==> src/rtl/pb_lcd_port.sv <==
// pb_lcd_port: PicoBlaze port-bus peripheral driving a 4-bit HD44780 LCD.
// Commands (BASE+0) and data (BASE+1) are queued in a 4-entry FIFO and sent
// as two nibble strobes with programmable setup/enable/hold/gap/exec delays.
// BASE+2 write: bit0 = irq_en. BASE+2 read: {3'b0, overflow, irq_pending,
// full, empty, busy}.
// Ports:
//   clk, reset                  - clock, async active-high reset
//   port_id, write_strobe,
//   out_port, read_strobe       - PicoBlaze port bus inputs
//   in_port                     - registered read data
//   interrupt, interrupt_ack    - level interrupt and its acknowledge
//   lcd_e, lcd_rs, lcd_rw, lcd_d - LCD pins (lcd_rw tied low)
module pb_lcd_port #(
  parameter logic [7:0]  PORT_BASE = 8'h10,
  parameter int unsigned T_SETUP   = 2,
  parameter int unsigned T_PULSE   = 12,
  parameter int unsigned T_HOLD    = 1,
  parameter int unsigned T_NIBBLE  = 50,
  parameter int unsigned T_CMD     = 2000,
  parameter int unsigned T_CLEAR   = 82000
) (
  input  logic       clk,
  input  logic       reset,
  input  logic [7:0] port_id,
  input  logic       write_strobe,
  input  logic [7:0] out_port,
  input  logic       read_strobe,
  output logic [7:0] in_port,
  output logic       interrupt,
  input  logic       interrupt_ack,
  output logic       lcd_e,
  output logic       lcd_rs,
  output logic       lcd_rw,
  output logic [3:0] lcd_d
);

  localparam int unsigned CNT_W   = 20;
  localparam int unsigned DEPTH   = 4;
  localparam int unsigned PTR_W   = 2;
  localparam int unsigned LEVEL_W = 3;

  localparam logic [7:0] ADDR_CMD  = PORT_BASE;
  localparam logic [7:0] ADDR_DATA = PORT_BASE + 8'd1;
  localparam logic [7:0] ADDR_CTRL = PORT_BASE + 8'd2;

  typedef struct packed {
    logic       rs;
    logic [7:0] data;
  } lcd_entry_t;

  typedef enum logic [3:0] {
    S_IDLE, S_SU_H, S_EN_H, S_HO_H, S_GAP, S_SU_L, S_EN_L, S_HO_L, S_WAIT
  } state_t;

  state_t             state, state_next;
  logic [CNT_W-1:0]   cnt, cnt_load;
  logic               cnt_zero;
  lcd_entry_t         sh;

  lcd_entry_t         fifo_mem [DEPTH];
  logic [PTR_W-1:0]   wr_ptr, rd_ptr;
  logic [LEVEL_W-1:0] level;
  logic               full, empty, busy;
  logic               push_req, push, pop;
  lcd_entry_t         push_entry;

  logic               irq_en, irq_pending, overflow;
  logic               irq_en_d, irq_pending_d, overflow_d;
  logic               wait_exit, irq_set, ctrl_read;
  logic [7:0]         status;

  logic               lcd_e_d, lcd_rs_d;
  logic [3:0]         lcd_d_d;

  assign lcd_rw     = 1'b0;
  assign full       = (level == LEVEL_W'(DEPTH));
  assign empty      = (level == '0);
  assign busy       = (state != S_IDLE);
  assign cnt_zero   = (cnt == '0);
  assign push_req   = write_strobe && (port_id == ADDR_CMD || port_id == ADDR_DATA);
  assign pop        = (state == S_IDLE) && !empty;
  // A pop in the same cycle frees a slot, so a push into a full queue is kept.
  assign push       = push_req && (!full || pop);
  assign push_entry = '{rs: (port_id == ADDR_DATA), data: out_port};
  assign ctrl_read  = read_strobe && (port_id == ADDR_CTRL);
  assign wait_exit  = (state == S_WAIT) && cnt_zero;
  assign irq_set    = wait_exit && empty && !push_req;
  assign status     = {3'b000, overflow, irq_pending, full, empty, busy};

  // FIFO storage (data only, no reset needed)
  always_ff @(posedge clk) begin
    if (push) fifo_mem[wr_ptr] <= push_entry;
  end

  // FIFO pointers and fill level
  always_ff @(posedge clk or posedge reset) begin
    if (reset) begin
      wr_ptr <= '0;
      rd_ptr <= '0;
      level  <= '0;
    end else begin
      if (push) wr_ptr <= wr_ptr + PTR_W'(1);
      if (pop)  rd_ptr <= rd_ptr + PTR_W'(1);
      case ({push, pop})
        2'b10:   level <= level + LEVEL_W'(1);
        2'b01:   level <= level - LEVEL_W'(1);
        default: level <= level;
      endcase
    end
  end

  // FSM state register, delay counter and byte shift register
  always_ff @(posedge clk or posedge reset) begin
    if (reset) begin
      state <= S_IDLE;
      cnt   <= '0;
      sh    <= '0;
    end else begin
      state <= state_next;
      // Consecutive states always differ, so a state change means entry.
      if (state != state_next)  cnt <= cnt_load;
      else if (state != S_IDLE) cnt <= cnt - CNT_W'(1);
      if (pop) sh <= fifo_mem[rd_ptr];
    end
  end

  // Next-state logic
  always_comb begin
    state_next = state;
    case (state)
      S_IDLE:  if (!empty)  state_next = S_SU_H;
      S_SU_H:  if (cnt_zero) state_next = S_EN_H;
      S_EN_H:  if (cnt_zero) state_next = S_HO_H;
      S_HO_H:  if (cnt_zero) state_next = S_GAP;
      S_GAP:   if (cnt_zero) state_next = S_SU_L;
      S_SU_L:  if (cnt_zero) state_next = S_EN_L;
      S_EN_L:  if (cnt_zero) state_next = S_HO_L;
      S_HO_L:  if (cnt_zero) state_next = S_WAIT;
      S_WAIT:  if (cnt_zero) state_next = S_IDLE;
      default: state_next = S_IDLE;
    endcase
  end

  // Counter reload for the state being entered; clear/home need the long wait
  always_comb begin
    cnt_load = '0;
    case (state_next)
      S_SU_H, S_SU_L: cnt_load = CNT_W'(T_SETUP - 1);
      S_EN_H, S_EN_L: cnt_load = CNT_W'(T_PULSE - 1);
      S_HO_H, S_HO_L: cnt_load = CNT_W'(T_HOLD - 1);
      S_GAP:          cnt_load = CNT_W'(T_NIBBLE - 1);
      S_WAIT: begin
        if (!sh.rs && (sh.data == 8'h01 || sh.data == 8'h02))
          cnt_load = CNT_W'(T_CLEAR - 1);
        else
          cnt_load = CNT_W'(T_CMD - 1);
      end
      default:        cnt_load = '0;
    endcase
  end

  // LCD pin values for the current state (registered below)
  always_comb begin
    lcd_e_d  = 1'b0;
    lcd_rs_d = 1'b0;
    lcd_d_d  = 4'h0;
    if (state != S_IDLE) lcd_rs_d = sh.rs;
    case (state)
      S_SU_H, S_HO_H: lcd_d_d = sh.data[7:4];
      S_EN_H: begin
        lcd_d_d = sh.data[7:4];
        lcd_e_d = 1'b1;
      end
      S_SU_L, S_HO_L: lcd_d_d = sh.data[3:0];
      S_EN_L: begin
        lcd_d_d = sh.data[3:0];
        lcd_e_d = 1'b1;
      end
      default: lcd_d_d = 4'h0;
    endcase
  end

  // Control/status flag next values; set beats clear on coincidence
  always_comb begin
    irq_en_d      = irq_en;
    irq_pending_d = irq_pending;
    overflow_d    = overflow;
    if (write_strobe && port_id == ADDR_CTRL) irq_en_d = out_port[0];
    if (irq_set)            irq_pending_d = 1'b1;
    else if (interrupt_ack) irq_pending_d = 1'b0;
    if (ctrl_read)          overflow_d    = 1'b0;
    if (push_req && !push)  overflow_d    = 1'b1;
  end

  // Registered flags and outputs
  always_ff @(posedge clk or posedge reset) begin
    if (reset) begin
      irq_en      <= 1'b0;
      irq_pending <= 1'b0;
      overflow    <= 1'b0;
      interrupt   <= 1'b0;
      in_port     <= 8'h00;
      lcd_e       <= 1'b0;
      lcd_rs      <= 1'b0;
      lcd_d       <= 4'h0;
    end else begin
      irq_en      <= irq_en_d;
      irq_pending <= irq_pending_d;
      overflow    <= overflow_d;
      interrupt   <= irq_pending_d & irq_en_d;
      in_port     <= (port_id == ADDR_CTRL) ? status : 8'h00;
      lcd_e       <= lcd_e_d;
      lcd_rs      <= lcd_rs_d;
      lcd_d       <= lcd_d_d;
    end
  end

endmodule

==> config.mk <==
export PLATFORM = sky130hd
export DESIGN_NAME = pb_lcd_port
export DESIGN_NICKNAME = d
export VERILOG_FILES = /design/src/rtl/pb_lcd_port.sv
export SDC_FILE = /design/constraint.sdc
export NUM_CORES = 1
export LEC_CHECK = 0
export CORE_UTILIZATION = 30
export CTS_BUF_LIST = sky130_fd_sc_hd__clkbuf_16
export CTS_CLUSTER_DIAMETER = 40
export DETAILED_ROUTE_END_ITERATION = 8
export GPL_TIMING_DRIVEN = 1
export HOLD_SLACK_MARGIN = 0.03
export SKIP_LAST_GASP = 1
export SYNTH_ARGS = -nofsm -noshare
export SYNTH_HDL_FRONTEND = slang
export SYNTH_SLANG_ARGS = --single-unit
==> constraint.sdc <==
create_clock -name clk -period 6.55 [get_ports clk]
set_input_delay 0.9825 -clock clk [delete_from_list [all_inputs] [get_ports clk]]
set_output_delay 0.9825 -clock clk [all_outputs]
set_load 0.005 [all_outputs]
==> flow_summary.rst <==
.. list-table::
   :header-rows: 1

   * - Metric
     - Value
   * - Post-Route Skew
     - 7.20 ps
   * - Fraction of synthesis flops using an asynchronous set or reset pin
     - 0.604
   * - Post-Layout Cell Count
     - 539
   * - Clock buffer depth
     - 2
   * - Number of failing setup endpoints in the final timing report
     - 0
   * - Switching power
     - 0.000592 W
   * - Final worst setup slack
     - 3100 ps
   * - Number of inserted filler cells in the final layout
     - 1329
   * - MaxCap Viol Count
     - 0
   * - Sum Neg Setup Slack
     - 0 ps
   * - Number of global-route vias before repair
     - 2640
   * - Number of slew-limit violations in the final report
     - 0
   * - Endpoint kind of the worst setup timing path
     - flop
   * - Hold Startpoint
     - overflow
   * - Number of sinks on the clock net
     - 91
   * - Part of the Yosys area used for sequential elements
     - 0.595
   * - Required time reported for the critical path endpoint
     - 6780 ps
   * - Post-Synthesis Mean Instance Area
     - 12.7 sq um
   * - Switching part of the total
     - 0.326
   * - Period Utilization, post-route
     - 0.527
   * - Port-buffer cells
     - 32
   * - Die outline width
     - 119 um
   * - Via density
     - 4.76
   * - Cell depth of the worst hold path
     - 2
   * - Max IR drop VDD
     - 0.000208 V
   * - Top cell type's share of synthesized area
     - 0.333
   * - Largest net degree at the start of global routing
     - 56
   * - Root buffer selected by CTS
     - sky130_fd_sc_hd__clkbuf_16
   * - All-Layer GR Usage
     - 0.121
   * - Die height
     - 119 um
   * - Final Util
     - 0.368
   * - Combinational Power Share
     - 0.249
   * - TritonCTS clock tree
     - yes
   * - Leading post-synthesis cells by cell area
     - sky130_fd_sc_hd__dfrtp_1 (33%), sky130_fd_sc_hd__edfxtp_1 (26%), sky130_fd_sc_hd__mux4_2 (4.9%), sky130_fd_sc_hd__mux2_2 (2.7%), sky130_fd_sc_hd__nor2_1 (2.7%)
   * - Type of the worst min-delay path
     - flop to flop
   * - Capture endpoint of the worst hold path
     - overflow
   * - Total power divided by cell area
     - 370 nW/um^2
   * - DRC Markers
     - 0
   * - H-Tree Level Count
     - 3
   * - Largest fanout on the critical path
     - 15
   * - Area growth from synthesis to final layout
     - 18.8%
   * - Die area
     - 14200 sq um
   * - R2r setup slk
     - 3100 ps
   * - Cell accounting for the most synthesized area
     - sky130_fd_sc_hd__dfrtp_1
   * - Crit path kind
     - flop to flop
   * - Endpoint of the worst-slack reg-to-reg timing path
     - level[2]
   * - Post-synthesis sequential element count
     - 91
   * - TritonCTS Buffers
     - 9
   * - Clock power share
     - 0.272
   * - Most frequent standard cell in the layout excluding fill and tap cells
     - sky130_fd_sc_hd__dfrtp_1
   * - Final HPWL DP
     - 5.57 mm
   * - Synth warn
     - 0
   * - F_max
     - 289 MHz
   * - Max transition margin
     - 0.241
   * - Slew @ Worst Pin
     - 1130 ps
   * - Starting Density
     - 0.309
   * - Total Power Consumption
     - 0.00182 W
   * - Startpoint of the worst-slack reg-to-reg timing path
     - state[1]
   * - Combined area of all synthesized cells
     - 4130 sq um
   * - Arrival time of the worst setup path
     - 3680 ps
   * - Number of antenna violations at the first check in global routing
     - 0
   * - Distinct cell type count of the synthesized netlist
     - 54
   * - Commonest cells after routing, fill and taps aside
     - sky130_fd_sc_hd__dfrtp_1 (55), sky130_fd_sc_hd__edfxtp_1 (36), sky130_fd_sc_hd__clkdlybuf4s50_1 (32), sky130_fd_sc_hd__nor2_1 (30), sky130_fd_sc_hd__nand2_1 (23)
   * - Post-Place Setup Slack
     - 3000 ps
   * - Diodes inserted
     - 0
   * - Overflow left after global routing
     - 0
   * - Post-CTS setup repair buffer count
     - 0
   * - Core Box Area
     - 13300 sq um
   * - I/O pins
     - 37
   * - Element type at the critical path start
     - flop
   * - Clock latency of the later-clocked register in the worst-skew pair
     - 340 ps
   * - Count of standard-cell rows
     - 42
   * - Final Hold Fails
     - 0
   * - Worst-case reg-to-reg path depth
     - 7
   * - Final routed wirelength across all metal layers
     - 7.83 mm
   * - Wire length per cell after detailed routing
     - 14.5 um
   * - Layout cells sized above 1
     - 0.143
   * - Final worst path period need
     - 3450 ps
   * - Fin nets
     - 385
   * - Sequential power share
     - 0.480
   * - Number of enable flip-flop cells after synthesis
     - 36
   * - Number of instances in the synthesized netlist
     - 325
   * - Clock-pin transition on the worst setup and hold timing paths
     - 70 ps
   * - First-pass GRT wire length
     - 13.4 mm
   * - Run status
     - finished clean
   * - Number of search-and-repair iterations in the first detailed-routing pass
     - 4
   * - Post-DRT Antenna Nets
     - 0
   * - Total placed cells including tap cells
     - 523
   * - Violation count after the first detailed-route iteration
     - 140
   * - Final Wtd Congestion
     - 0.771
   * - Total number of vias
     - 2564
   * - Number of resized instances in the post-cts repair step
     - 0
   * - Unrepaired setup endpoints after global routing
     - no
   * - Most used flip-flop cell after synthesis
     - sky130_fd_sc_hd__dfrtp_1
   * - Internal power component
     - 0.00122 W
   * - Leakage Power
     - 1.84 nW
   * - Cts hold-fix bufs
     - 0
-- worst max-delay path, stage by stage, from the launching register on --
cell	delay, ps
sky130_fd_sc_hd__dfrtp_1	490
sky130_fd_sc_hd__or4_1	840
sky130_fd_sc_hd__nor2_1	970
sky130_fd_sc_hd__nand2_1	150
sky130_fd_sc_hd__fa_1	430
sky130_fd_sc_hd__nor3b_1	200
sky130_fd_sc_hd__a31oi_1	80
sky130_fd_sc_hd__xnor2_1	180
-- cells in the mapped netlist, types with 4 or more instances --
| master | count |
|---|---|
| sky130_fd_sc_hd__dfrtp_1 | 55 |
| sky130_fd_sc_hd__edfxtp_1 | 36 |
| sky130_fd_sc_hd__nor2_1 | 30 |
| sky130_fd_sc_hd__nand2_1 | 23 |
| sky130_fd_sc_hd__nor3_1 | 12 |
| sky130_fd_sc_hd__and2_1 | 11 |
| sky130_fd_sc_hd__mux2_2 | 10 |
| sky130_fd_sc_hd__xnor2_1 | 10 |
| sky130_fd_sc_hd__mux4_2 | 9 |
| sky130_fd_sc_hd__nand3_1 | 9 |
| sky130_fd_sc_hd__a21oi_1 | 8 |
| sky130_fd_sc_hd__clkbuf_1 | 8 |
| sky130_fd_sc_hd__inv_1 | 8 |
| sky130_fd_sc_hd__o21ai_0 | 7 |
| sky130_fd_sc_hd__mux2i_1 | 6 |
| sky130_fd_sc_hd__nor4_1 | 6 |
| sky130_fd_sc_hd__xor2_1 | 6 |
| sky130_fd_sc_hd__a211oi_1 | 5 |
| sky130_fd_sc_hd__ha_1 | 5 |
| sky130_fd_sc_hd__and3_1 | 4 |
| sky130_fd_sc_hd__buf_4 | 4 |
| sky130_fd_sc_hd__nand4_1 | 4 |
-- metal layers --
layer  up-vias  wire [um]  track usage
met5         -          0            0
met1      1273       3620        0.155
met3         6        228       0.0302
li1       1252          -            -
met4         0         80       0.0469
met2        33       3900        0.196
-- flip-flops by register name, summed over array words and instances, names as in the netlist --
register	flops
rd_ptr	2
in_port	5
irq_en	1
level	3
fifo_mem	36
lcd_d	4
overflow	1
state	4
interrupt	1
sh	9
lcd_rs	1
wr_ptr	2
irq_pending	1
lcd_e	1
cnt	20
-- layout make-up --
class / count / area, sq um / area share
clock buffer: 9 / 225 / 0.0459
clock inverter: 7 / 58.8 / 0.0120
inverter: 8 / 30.0 / 0.00612
multi-input combinational: 214 / 1580 / 0.322
sequential: 91 / 2460 / 0.501
tap: 176 / 220 / 0.0449
timing repair buffer: 34 / 335 / 0.0683
-- power by group through the flow --
stage	logic (W)	registers (W)	clock network (W)
final	0.000452	0.000871	0.000493
after floorplan	0.000381	0.000814	0
after global placement	0.000446	0.000880	0
after global routing	0.000506	0.000898	0.000530
after CTS	0.000459	0.000874	0.000510
after detailed placement	0.000457	0.000883	0
-- logic make-up (layout without fill, tap and decap cells) --
family          count (synthesis)  count (layout)  share of synthesized area
simple gates                  130             130                      0.180
flops                          91              91                      0.595
compound gates                 33              33                     0.0548
mux                            25              25                     0.0909
buf+inv                        23              58                     0.0248
xor+xnor                       16              16                     0.0339
fa+ha+maj                       6               6                     0.0200
other cells                     1               4                   0.000908
-- per-stage QoR --
| step | hold WS (ps) | cell area [sq um] |
|---|---|---|
| floorplan | 440 | 4140 |
| global placement | 460 | 4620 |
| finish | 476 | 4910 |
| global route | 517 | 4910 |
| CTS | 481 | 4910 |
| detailed placement | 464 | 4620 |
-- worst max path at each step --
stage / start / to / cells past startpoint
floorplan: port_id[1] / fifo_mem[0][0] / 3
global placement: port_id[1] / fifo_mem[0][1] / 4
detailed placement: port_id[1] / fifo_mem[3][5] / 4
CTS: state[1] / level[2] / 7
global route: state[1] / level[2] / 7
finish: state[1] / level[2] / 7
Power figures use the tool's default switching activity.
